### config.mk
export PLATFORM = sky130hd
export DESIGN_NAME = instr_fetch
export DESIGN_NICKNAME = d
export VERILOG_FILES = /design/src/rtl/mips_pkg.sv /design/src/rtl/fetch_skid_fifo.sv /design/src/rtl/instr_fetch.sv
export SDC_FILE = /design/constraint.sdc
export NUM_CORES = 1
export LEC_CHECK = 0
export ABC_CLOCK_PERIOD_IN_PS = 3700
export CORE_MARGIN = 10
export CORE_UTILIZATION = 53
export DETAILED_ROUTE_END_ITERATION = 6
export PLACE_DENSITY_LB_ADDON = 0.15
export SLEW_MARGIN = 25
export SYNTH_ARGS = -nofsm -noshare
export SYNTH_HDL_FRONTEND = slang
export SYNTH_SLANG_ARGS = --single-unit
### constraint.sdc
create_clock -name clk -period 3.7 [get_ports clk]
set_clock_uncertainty 0.1 [all_clocks]
set_input_delay 0.74 -clock clk [delete_from_list [all_inputs] [get_ports clk]]
set_output_delay 0.74 -clock clk [all_outputs]
set_load 0.03 [all_outputs]
### src/rtl/mips_pkg.sv
// mips_pkg: shared instruction field positions, widths and fetch buffer entry type.
package mips_pkg;
    localparam int OPC_HI   = 31;
    localparam int OPC_LO   = 26;
    localparam int RS_HI    = 25;
    localparam int RS_LO    = 21;
    localparam int RT_HI    = 20;
    localparam int RT_LO    = 16;
    localparam int RD_HI    = 15;
    localparam int RD_LO    = 11;
    localparam int IMM10_HI = 9;
    localparam int IMM10_LO = 0;
    localparam int OPC_W    = 6;
    localparam int REG_W    = 5;
    localparam int IMM10_W  = 10;
    localparam logic [31:0] DEFAULT_RESET_PC = 32'h0000_0000;
    typedef struct packed {
        logic [31:0] pc;
        logic [31:0] instr;
    } fetch_entry_t;
endpackage

### src/rtl/fetch_skid_fifo.sv
// fetch_skid_fifo: 2-entry {pc, instr} buffer; entry 0 is always the head register.
module fetch_skid_fifo
    import mips_pkg::*;
(
    input  logic         clk,
    input  logic         rst_n,
    input  logic         push_i,
    input  fetch_entry_t push_data_i,
    input  logic         pop_i,
    input  logic         flush_i,
    output fetch_entry_t head_o,
    output logic [1:0]   count_o,
    output logic         empty_o,
    output logic         full_o
);
    fetch_entry_t ent_q [2];
    fetch_entry_t ent_d [2];
    logic [1:0] cnt_q, cnt_d, base;
    logic pop_en;

    always_comb begin
        ent_d  = ent_q;
        pop_en = pop_i && cnt_q != 2'd0;
        base   = cnt_q - {1'b0, pop_en};
        if (pop_en) ent_d[0] = ent_q[1];
        if (push_i && base != 2'd2) ent_d[base[0]] = push_data_i;
        cnt_d  = flush_i ? 2'd0 : base + {1'b0, push_i && base != 2'd2};
    end

    always_ff @(posedge clk or negedge rst_n) begin
        if (!rst_n) begin
            ent_q <= '{default: '0};
            cnt_q <= 2'd0;
        end else begin
            ent_q <= ent_d;
            cnt_q <= cnt_d;
        end
    end

    // The credit rule upstream must make a push into a full, non-popping buffer impossible.
    always_ff @(posedge clk) begin
        if (rst_n) assert (!(push_i && !flush_i && base == 2'd2)) else $error("fetch_skid_fifo overflow");
    end

    assign head_o  = ent_q[0];
    assign count_o = cnt_q;
    assign empty_o = cnt_q == 2'd0;
    assign full_o  = cnt_q == 2'd2;
endmodule

### src/rtl/instr_fetch.sv
// instr_fetch: PC, credit-limited imem requests, stale-response dropping and
// a 2-entry decoded-output buffer.
module instr_fetch
    import mips_pkg::*;
#(
    parameter logic [31:0] RESET_PC        = DEFAULT_RESET_PC,
    parameter int          MAX_OUTSTANDING = 2
) (
    input  logic               clk,
    input  logic               rst_n,
    output logic               imem_req_valid,
    input  logic               imem_req_ready,
    output logic [31:0]        imem_addr,
    input  logic               imem_rsp_valid,
    input  logic [31:0]        imem_rsp_data,
    input  logic               redirect_valid,
    input  logic [31:0]        redirect_pc,
    output logic               out_valid,
    input  logic               out_ready,
    output logic [31:0]        out_pc,
    output logic [31:0]        out_instr,
    output logic [OPC_W-1:0]   out_opcode,
    output logic [REG_W-1:0]   out_rs,
    output logic [REG_W-1:0]   out_rt,
    output logic [REG_W-1:0]   out_rd,
    output logic [IMM10_W-1:0] out_imm10
);
    logic [31:0] pc_q, pc_d;
    logic [1:0]  outst_q, outst_d, drop_q, drop_d, fifo_cnt, aq_idx;
    logic [31:0] aq_q [2];
    logic [31:0] aq_d [2];
    logic        req_fire, rsp_from_aq, fifo_empty, fifo_full;
    fetch_entry_t head, push_ent;

    assign imem_req_valid = rst_n && !redirect_valid &&
                            ({1'b0, outst_q} + {1'b0, fifo_cnt} < 3'(MAX_OUTSTANDING));
    assign imem_addr      = pc_q;
    assign req_fire       = imem_req_valid && imem_req_ready;
    // With nothing in flight, a response can only answer the request fired this same cycle.
    assign rsp_from_aq    = imem_rsp_valid && outst_q != 2'd0;
    assign aq_idx         = outst_q - {1'b0, rsp_from_aq};
    assign push_ent       = '{pc: rsp_from_aq ? aq_q[0] : pc_q, instr: imem_rsp_data};

    always_comb begin
        aq_d = aq_q;
        if (rsp_from_aq) aq_d[0] = aq_q[1];
        if (req_fire && !(imem_rsp_valid && outst_q == 2'd0)) aq_d[aq_idx[0]] = pc_q;
        pc_d    = redirect_valid ? redirect_pc : (req_fire ? pc_q + 32'd4 : pc_q);
        outst_d = outst_q + {1'b0, req_fire} - {1'b0, imem_rsp_valid};
        drop_d  = redirect_valid ? outst_q - {1'b0, imem_rsp_valid}
                                 : drop_q - {1'b0, imem_rsp_valid && drop_q != 2'd0};
    end

    always_ff @(posedge clk or negedge rst_n) begin
        if (!rst_n) begin
            pc_q    <= RESET_PC;
            outst_q <= 2'd0;
            drop_q  <= 2'd0;
            aq_q    <= '{default: '0};
        end else begin
            pc_q    <= pc_d;
            outst_q <= outst_d;
            drop_q  <= drop_d;
            aq_q    <= aq_d;
        end
    end

    fetch_skid_fifo u_fifo (
        .clk         (clk),
        .rst_n       (rst_n),
        .push_i      (imem_rsp_valid && drop_q == 2'd0 && !redirect_valid),
        .push_data_i (push_ent),
        .pop_i       (out_valid && out_ready && !redirect_valid),
        .flush_i     (redirect_valid),
        .head_o      (head),
        .count_o     (fifo_cnt),
        .empty_o     (fifo_empty),
        .full_o      (fifo_full)
    );

    assign out_valid  = !fifo_empty;
    assign out_pc     = head.pc;
    assign out_instr  = head.instr;
    assign out_opcode = head.instr[OPC_HI:OPC_LO];
    assign out_rs     = head.instr[RS_HI:RS_LO];
    assign out_rt     = head.instr[RT_HI:RT_LO];
    assign out_rd     = head.instr[RD_HI:RD_LO];
    assign out_imm10  = head.instr[IMM10_HI:IMM10_LO];

    logic unused;
    assign unused = fifo_full;
endmodule

Word-level counts from Yosys, hierarchy flattened:

Cells that the tools add are included.
Widths: inputs -> output; s select.

* logic and storage cells: 67
* bits of input ports: 70
* register bits after elaboration: 230

* eq/ne operators: 1
* reductions and logical operators: 25
* order comparisons: 5
* bitwise gates (word level): 2
* $add $sub $neg: 9
* multiplexer cells: 15

Operators with widths (count)
* $mux 64: 3
* $mux 32: 5
* $bwmux 128: 1
* $mux 128: 1
* $bwmux 64: 1
* $demux 64 s1: 1
* $add 32x3->32 const B: 1
* $demux 32 s1: 1
* $logic_and 1x1->1: 15
* $reduce_bool 2->1: 4
* $sub 2x1->2: 4
* $logic_not 2->1: 3
* $add 2x1->2: 2
* $ge 2x2->1 const B: 2
* $lt 2x1->1 const B: 2
* $mux 2: 2
* $not 1->2: 2
* $add 2x2->3: 1
* $logic_not 1->1: 3
* $lt 3x2->1 const B: 1
* $ne 2x2->1 const B: 1
* $sub 1x1->1: 1

Logic depth before layout (Yosys ltp):

Gate-level depths: netlist of run 1.

* depth in word-level cells: 13
* depth in mapped cells: 12

Modules after synthesis:

Synthesis of run 1 repeated with hierarchy kept, for this count alone.

* cell total of the unflattened synthesis: 1089
* area total of the unflattened synthesis: 11529.8 um2

By module, submodules not included
* fetch_skid_fifo: instances 1, cells an instance 564, area an instance 5980.7 um2, sequential area each 3253.1 um2
* instr_fetch: instances 1, cells an instance 525, area an instance 5549.1 um2, sequential area each 2502.4 um2

Worst setup path before layout of run 1:

No wires, ideal clock.

* path kind: input -> register
* start: input port redirect_valid
* end: register (tool-made name)
* setup slack: 0.662 ns
* arrival time: 2.860 ns
* cell stages on the path: 12
* buffers on the path: 6
* cells stage by stage: buf_6 > and3b_1 > buf_4 > buf_4 > buf_4 > ha_1 > a21oi_1 > ha_1 > buf_1 > clkbuf_1 > nor2_1 > a21oi_1

RTL lines
* start: declaration: RTL line instr_fetch.sv:16 `input logic redirect_valid,`

Worst setup path after layout of run 1:

* start: register outst_q[0]
* end: output port imem_req_valid

* cells in the longest elaborated chain, start to end: 3

Ends and longest elaborated chain
* start: declaration: RTL line instr_fetch.sv:29 `logic [1:0] outst_q, outst_d, drop_q, drop_d, fifo_cnt, aq_idx;`
* start signal: assignment: RTL line instr_fetch.sv:62 `outst_q <= outst_d;`
* $add 2x2->3: RTL line instr_fetch.sv:36 `({1'b0, outst_q} + {1'b0, fifo_cnt} < 3'(MAX_OUTSTANDING));`
* $lt 3x2->1: RTL line instr_fetch.sv:36
* $logic_and 1x1->1: RTL line instr_fetch.sv:35 `assign imem_req_valid = rst_n && !redirect_valid &&`
* end: declaration: RTL line instr_fetch.sv:11 `output logic imem_req_valid,`

No other way between the ends.

==> impl_metrics.env, run 1 <==
export IMPL_cap_violations=0
export IMPL_drt_wl_total_um=24800
export IMPL_hold_violations=0
export IMPL_slew_headroom_pct=48.4
export IMPL_dr_pass1_iters=4
export IMPL_cp_data_arrival_time_ps=2740
export IMPL_switching_share_pct=36.1
export IMPL_cts_root_buffer="clkbuf_16"
export IMPL_path_clk_slew_ps=60
export IMPL_ys_seq_area_share_pct=51.4
export IMPL_pin_count=199
export IMPL_crit_type="register to output pin"
export IMPL_htreeDepth=1
export IMPL_core_rowCount=53
export IMPL_instances_no_fill=1408
export IMPL_drive_gt1_share_pct=14.7
export IMPL_outcome="finished clean"
export IMPL_synth_ff_latch_count=230
export IMPL_yosys_area_top_type="dfrtp_1"
export IMPL_crit_path_start_kind="register"
export IMPL_cts_buffers=24
export IMPL_grt_use_total_pct=17.8
export IMPL_drt_iter0_markers=329
export IMPL_drc=0
export IMPL_fp_dieArea_um2=27400
export IMPL_min_period_ps=3580
export IMPL_p_switching_mw=4.03
export IMPL_min_period_over_period_pct=96.7
export IMPL_dp_cells=1363
export IMPL_wl_per_cell_um=17.6
export IMPL_clk_path_buf_depth=3
export IMPL_dp_hpwl_um=16800
export IMPL_vias=7423
export IMPL_nets=1193
export IMPL_required_ps=2860
export IMPL_p_leak_nw=5.95
export IMPL_port_buffers=198
export IMPL_fin_tns_setup_ps=0
export IMPL_syn_inst=1034
export IMPL_tightest_slew_ps=773
export IMPL_ir_drop_mv=0.446
export IMPL_overflow=0
export IMPL_die_h_um=165
export IMPL_grt_pass1_wl_um=39800
export IMPL_report_final_slew_viol_count=0
export IMPL_detail_route_vias_per_cell=5.27
export IMPL_crit_chain="inv_1 > nor2_1 > fa_1 > nor4b_4 > clkdlybuf4s50_1"
export IMPL_max_freq_mhz=279
export IMPL_p_int_mw=7.12
export IMPL_areaGrowthSynthToFinish_pct=21.3
export IMPL_ant_nets=0
export IMPL_comb_power_share_pct=40.3
export IMPL_critPathCaptureType="output pin"
export IMPL_synth_edf_count=0
export IMPL_post_cts_buffers=0
export IMPL_antenna_found_initial=0
export IMPL_cts_resized=0
export IMPL_cpMaxStageDelayCell="clkdlybuf4s50_1"
export IMPL_critPathMaxFanout=4
export IMPL_yosysWarnings=0
export IMPL_syn_num_nets=1112
export IMPL_synth_top_cell_area_share_pct=51.4
export IMPL_avgSynthCellArea_um2=10.8
export IMPL_synth_area_leaders="dfrtp_1 51%, mux2_2 9.9%, mux2i_1 8.8%"
export IMPL_clkPwrFrac_pct=22.1
export IMPL_pwr_share_seq_pct=37.6
export IMPL_fin_hold_ws_ps=404
export IMPL_ys_top_cells_by_count="230 x dfrtp_1, 104 x buf_4, 104 x nand2_1"
export IMPL_grt_max_degree=147
export IMPL_syn_area_um2=11200
export IMPL_setup_viol=0
export IMPL_post_route_util_pct=65.1
export IMPL_synth_top_flop_cell="dfrtp_1"
export IMPL_grt_pass1_vias=7481
export IMPL_gp_congestion=0.799
export IMPL_cts_sinks=230
export IMPL_yosysMostFrequentCell="dfrtp_1"
export IMPL_slowest_delay_ps=730
export IMPL_start_util_pct=53.7
export IMPL_async_flop_share_pct=100
export IMPL_rsz0062_at_grt="no"
export IMPL_pwr_density_cell_nw_per_um2=820
export IMPL_coreArea_um2=20900
export IMPL_cts_tree="yes"
export IMPL_ys_types=44
export IMPL_hold_class="register to register"
export IMPL_n_antenna_cell=0
export IMPL_fp_dieW_um=165
export IMPL_clk_latency_ps=510
## power groups by stage
stage	Sequential (mW)	Clock (mW)	Combinational, mW
6_report	4.19	2.46	4.50
5_1_grt	4.34	2.62	4.86
4_1_cts	4.20	2.52	4.56
3_5_place_dp	4.24	0	4.54
3_3_place_gp	4.19	0	4.46
2_1_floorplan	4.10	0	3.63
## worst paths after layout
kind	start	endpoint	slack, ps	cells after the start
worst max-delay path	outst_q[0]	imem_req_valid	120	5
worst min-delay path	register	register	400	1
worst max register to register	outst_q[0]	register	890	8
worst min register to register	register	register	400	1
max in group asynchronous	rst_n	u_fifo.head_o[44]	1270	5
min in group asynchronous	rst_n	imem_addr[28]	530	2
## critical path: cells and delay by family, from the launching register on
kind,cells,cell delay [ps]
AND/OR/NAND/NOR,2,450
flip-flops,1,450
buffers and inverters,2,840
adder cells (fa/ha/maj),1,490
## cells by family after synthesis
| kind of cell | Yosys count | share of synthesized area [%] |
|---|---|---|
| AO/OA/AOI/OAI | 166 | 7.56 |
| adder cells (fa/ha/maj) | 8 | 0.960 |
| XOR/XNOR | 32 | 2.50 |
| buffers and inverters | 166 | 9.38 |
| multiplexers | 198 | 18.8 |
| AND/OR/NAND/NOR | 234 | 9.47 |
| flip-flops | 230 | 51.4 |
## area by class of cell
cell class              count  area [µm²]
flip-flops and latches    230        5760
well taps                 275         344
fillers                  1703        7300
repair buffers            213        2200
clock buffers              33         676
clock inverters            11         139
inverters                   8        30.0
multi-input cells         638        4440
## cells in the final DEF, fill, tap and decap left out, drive strengths merged, types with 3 or more instances in the layout
cell and n:
inv 9, dfrtp 230, nand4 10, mux2 99
xor2 13, ha 7, a21oi 65, nor2 74
clkdlybuf4s50 196, nand2 105, and3 3, bufinv 3
nor4 4, nand3 9, o21ai 95, nor3 8
clkbuf 33, clkinv 6, mux2i 99, buf 16
xnor2 19, and4 6
## stage by stage
stage	power (mW)	setup WS (ps)	cell area [µm²]
6_report	11.2	122	13600
5_1_grt	11.8	15.9	13600
4_1_cts	11.3	87.4	13600
3_5_place_dp	8.78	647	12800
3_3_place_gp	8.65	655	12700
2_1_floorplan	7.72	662	11200
## layer usage
| metal | wire length (µm) | vias to the layer above | global-route usage (%) |
|---|---|---|---|
| met5 | 0 | - | 0 |
| met4 | 301 | 0 | 3.39 |
| met3 | 1570 | 26 | 4.07 |
| met2 | 12100 | 156 | 30.1 |
| met1 | 10800 | 3622 | 23.1 |
| li1 | - | 3619 | - |
## repair_timing
item,in CTS,in global routing
hold buffers,1,0
endpoints found under the setup margin,0,0
hold endpoints to repair,2,0
Note: power is estimated with default switching activity, not from simulation.
==> run 2, diff against run 1 <==
- ABC_CLOCK_PERIOD_IN_PS: 3700 -> not set
- REMOVE_ABC_BUFFERS: not set -> 1
==> impl_metrics.env, run 2 (synthesis gave the netlist of run 1 again) <==
export IMPL_gp_congestion=0.759
export IMPL_cap_violations=0
export IMPL_start_util_pct=53.7
export IMPL_ir_drop_mv=0.327
export IMPL_min_period_over_period_pct=86.4
export IMPL_grt_max_degree=65
export IMPL_cts_root_buffer="clkbuf_16"
export IMPL_setup_viol=0
export IMPL_path_clk_slew_ps=60
export IMPL_areaGrowthSynthToFinish_pct=20.6
export IMPL_pin_count=199
export IMPL_port_buffers=198
export IMPL_drt_wl_total_um=25300
export IMPL_required_ps=2860
export IMPL_cpMaxStageDelayCell="fa_1"
export IMPL_grt_util_met2_pct=29.7
export IMPL_drt_iter0_markers=345
export IMPL_detail_route_vias_per_cell=5.31
export IMPL_dr_pass1_iters=4
export IMPL_drc=0
export IMPL_wl_per_cell_um=17.9
export IMPL_pwr_density_cell_nw_per_um2=818
export IMPL_outcome="finished clean"
export IMPL_fp_dieW_um=165
export IMPL_tightest_slew_ps=820
export IMPL_cts_sinks=230
export IMPL_critPathCaptureType="output pin"
export IMPL_report_final_slew_viol_count=0
export IMPL_crit_type="register to output pin"
export IMPL_slew_headroom_pct=45.3
export IMPL_final_area_um2=13500
export IMPL_cp_data_arrival_time_ps=2360
export IMPL_min_period_ps=3200
export IMPL_cts_buffers=25
export IMPL_coreArea_um2=20900
export IMPL_met1_usage_pct=23.2
export IMPL_dp_cells=1366
export IMPL_hold_class="input port to async pin"
export IMPL_htreeDepth=1
export IMPL_drive_gt1_share_pct=14.8
export IMPL_final_cell_mix="230 x dfrtp_1, 195 x clkdlybuf4s50_1, 104 x nand2_1"
export IMPL_overflow=0
export IMPL_crit_chain="inv_1 > nor2_1 > fa_1 > nor4b_4 > buf_12"
export IMPL_grt_use_total_pct=17.9
export IMPL_ant_nets=0
export IMPL_dp_hpwl_um=17300
export IMPL_clk_latency_ps=510
export IMPL_layout_commonest_cell="dfrtp_1"
export IMPL_fp_dieArea_um2=27400
export IMPL_cts_tree="yes"
export IMPL_max_freq_mhz=313
export IMPL_dpl_cell_area_um2=12700
export IMPL_die_h_um=165
export IMPL_fin_total_pwr_mw=11.1
export IMPL_core_rowCount=53
export IMPL_top_usage_layer="met2"
export IMPL_antenna_found_initial=1
export IMPL_cts_resized=0
export IMPL_vias=7478
export IMPL_crit_path_start_kind="register"
export IMPL_critPathMaxFanout=4
export IMPL_cts_hold_buf=0
export IMPL_p_leak_nw=5.93
export IMPL_clk_path_buf_depth=3
export IMPL_nets=1196
export IMPL_crit_family="simple AND/OR/NAND/NOR gates"
export IMPL_grt_pass1_vias=7586
export IMPL_grt_use_met3_pct=4.09
export IMPL_rsz0062_at_grt="no"
export IMPL_crit_buf_inv=2
export IMPL_slowest_delay_ps=490
export IMPL_hold_violations=0
export IMPL_instances_no_fill=1409
export IMPL_grt_pass1_wl_um=39700
export IMPL_post_cts_buffers=0
## run 2: worst register-to-register path, stage by stage, from the launching register on
cell     delay, ps
dfrtp_1        450
inv_1          120
nor2_1         140
fa_1           490
nor4b_4        470
nand2_2        210
nor2_4         150
buf_4          340
mux2_2         390
## run 2: cell type report
type,instances,area [µm²]
tap,275,344
clock buffer,37,731
clock inverter,5,50.0
sequential,230,5760
antenna,1,2.50
inverter,8,30.0
multi-input combinational,638,4440
fill,1635,7370
timing repair buffer,215,2160
## run 2: layer usage
metal  share of wire (%)  routed length, µm
met3                 7.0               1770
met2                  46              11600
met1                  46              11500
met4                 1.6                410
met5                   0                  0
## run 2: worst paths after layout
kind,startpoint,end,slack [ps],depth (start not counted)
max,outst_q[0],imem_req_valid,500,5
min,rst_n,drop_q[1],330,2
min in group clk,register,register,400,1
min reg2reg,register,register,400,1
max in group asynchronous,rst_n,async pin,1890,3
max reg2reg,outst_q[0],register,740,8
## run 2: power breakdown
group / leakage (nW) / internal [mW] / switching, mW
clock: 0.388 / 1.42 / 0.946
combinational: 2.66 / 2.08 / 2.41
sequential: 2.89 / 3.55 / 0.653
total: 5.93 / 7.05 / 4.01
## run 2: stage by stage
| step | setup slack (ps) | hold WS [ps] | utilization [%] | setup TNS (ps) |
|---|---|---|---|---|
| floorplan | -4870 | 344 | - | -670080 |
| global placement | 645 | 389 | 60.9 | 0 |
| detailed placement | 634 | 395 | 60.9 | 0 |
| CTS | 515 | 337 | 64.7 | 0 |
| global route | 389 | 377 | 64.7 | 0 |
| finish | 503 | 325 | 64.7 | 0 |
==> run 3, diff against run 2 <==
- GPL_TIMING_DRIVEN: not set -> 0
==> impl_metrics.env, run 3 (synthesis gave the netlist of run 1 again) <==
export IMPL_layout_commonest_cell="dfrtp_1"
export IMPL_cts_tree="yes"
export IMPL_cpMaxStageDelayCell="fa_1"
export IMPL_outcome="finished clean"
export IMPL_tightest_slew_ps=691
export IMPL_dr_pass1_iters=4
export IMPL_crit_path_start_kind="register"
export IMPL_antenna_found_initial=1
export IMPL_ant_nets=0
export IMPL_start_util_pct=53.7
export IMPL_overflow=0
export IMPL_coreArea_um2=20900
export IMPL_areaGrowthSynthToFinish_pct=22.7
export IMPL_dp_hpwl_um=17400
export IMPL_drc=0
export IMPL_min_period_over_period_pct=88.6
export IMPL_drt_iter0_markers=398
export IMPL_pwr_density_cell_nw_per_um2=814
export IMPL_r2r_slack_ps=610
export IMPL_p_leak_nw=6.03
export IMPL_htreeDepth=1
export IMPL_drive_gt1_share_pct=14.8
export IMPL_hold_violations=0
export IMPL_r2r_cells=8
export IMPL_cp_data_arrival_time_ps=2440
export IMPL_hold_class="input port to async pin"
export IMPL_detail_route_vias_per_cell=5.33
export IMPL_grt_pass1_wl_um=39600
export IMPL_max_freq_mhz=305
export IMPL_pin_count=199
export IMPL_grt_use_total_pct=17.9
export IMPL_ir_drop_mv=0.412
export IMPL_min_period_ps=3280
export IMPL_fp_dieArea_um2=27400
export IMPL_nets=1195
export IMPL_wl_per_cell_um=18.0
export IMPL_cts_sinks=230
export IMPL_clk_path_buf_depth=3
export IMPL_setup_ws_ps=424
export IMPL_slowest_delay_ps=490
export IMPL_critPathMaxFanout=4
export IMPL_grt_pass1_vias=7340
export IMPL_post_cts_buffers=0
export IMPL_final_area_um2=13800
export IMPL_critPathCaptureType="output pin"
export IMPL_dpl_worst_slack_ps=71.0
export IMPL_port_buffers=198
export IMPL_cts_root_buffer="clkbuf_16"
export IMPL_required_ps=2860
export IMPL_r2r_start="outst_q[0]"
export IMPL_dpl_cell_area_um2=12900
export IMPL_crit_type="register to output pin"
export IMPL_fin_total_pwr_mw=11.2
export IMPL_rsz0062_at_grt="no"
export IMPL_cap_violations=0
export IMPL_cts_buffers=26
export IMPL_clk_latency_ps=530
export IMPL_path_clk_slew_ps=60
export IMPL_drt_wl_total_um=25300
export IMPL_core_rowCount=53
export IMPL_fp_dieW_um=165
export IMPL_setup_viol=0
export IMPL_grt_max_degree=94
export IMPL_crit_chain="inv_1 > nor2_1 > fa_1 > nor4b_4 > dlymetal6s2s_1"
export IMPL_report_final_slew_viol_count=0
export IMPL_fin_hold_ws_ps=36.0
export IMPL_slew_headroom_pct=54.0
export IMPL_vias=7506
export IMPL_gp_congestion=0.764
export IMPL_final_cell_mix="230 x dfrtp_1, 195 x clkdlybuf4s50_1, 104 x nand2_1"
export IMPL_die_h_um=165
run 3: cell types whose count changed in the layout (fill, tap and decap cells not counted), sizes merged:
| cell | previous run | this run |
|---|---|---|
| clkinv | 4 | 5 |
| bufinv | 1 | 0 |
| dlymetal6s2s | 0 | 1 |
| buf | 20 | 17 |
run 3: layout make-up:
type	count	area, µm²
repair buffers	213	2370
fillers	1641	7130
well taps	275	344
multi-input cells	638	4450
clock buffers	37	773
clock inverters	5	28.8
diodes	1	2.50
flip-flops and latches	230	5760
inverters	8	30.0
run 3: how the worst max path moves through the flow:
stage | start | endpoint | slack [ps] | cells past startpoint
after floorplan | outst_q[1] | register | -4870 | 4
after detailed placement | redirect_valid | register | 70 | 9
after global routing | outst_q[0] | imem_req_valid | 310 | 5
final | outst_q[0] | imem_req_valid | 420 | 5
after global placement | rst_n | aq_q[43] | -9240 | 5
after CTS | outst_q[0] | imem_req_valid | 10 | 5
run 3: through the flow:
stage               TNS (ps)  util (%)  std cells
floorplan            -670080         -        876
global placement    -3594350      59.9       1349
detailed placement         0      62.0       1364
CTS                        0      65.8       1406
global route               0      65.8       1406
finish                     0      65.9       1407
run 3: report_power, final:
group | switching, mW | internal [mW]
Sequential | 0.634 | 3.55
Clock | 0.989 | 1.43
Combinational | 2.43 | 2.16
run 3: per-layer routing:
metal  part of all wire (%)  vias to the layer above  track usage (%)
li1                       -                     3618                -
met3                    8.8                       29             4.83
met1                     44                     3643             23.6
met2                     46                      216             29.0
met5                      0                        -                0
met4                    1.5                        0             3.83
run 3: timing repair:
item	4_1_cts	5_1_grt
resized for setup	0	1
endpoints found under the setup margin	0	1
hold buffers	0	0
run 3: critical path: cells and delay by family (launching register included):
family / cells / cell delay, ps
buf+inv: 2 / 480
flops: 1 / 440
simple gates: 2 / 470
fa+ha+maj: 1 / 490
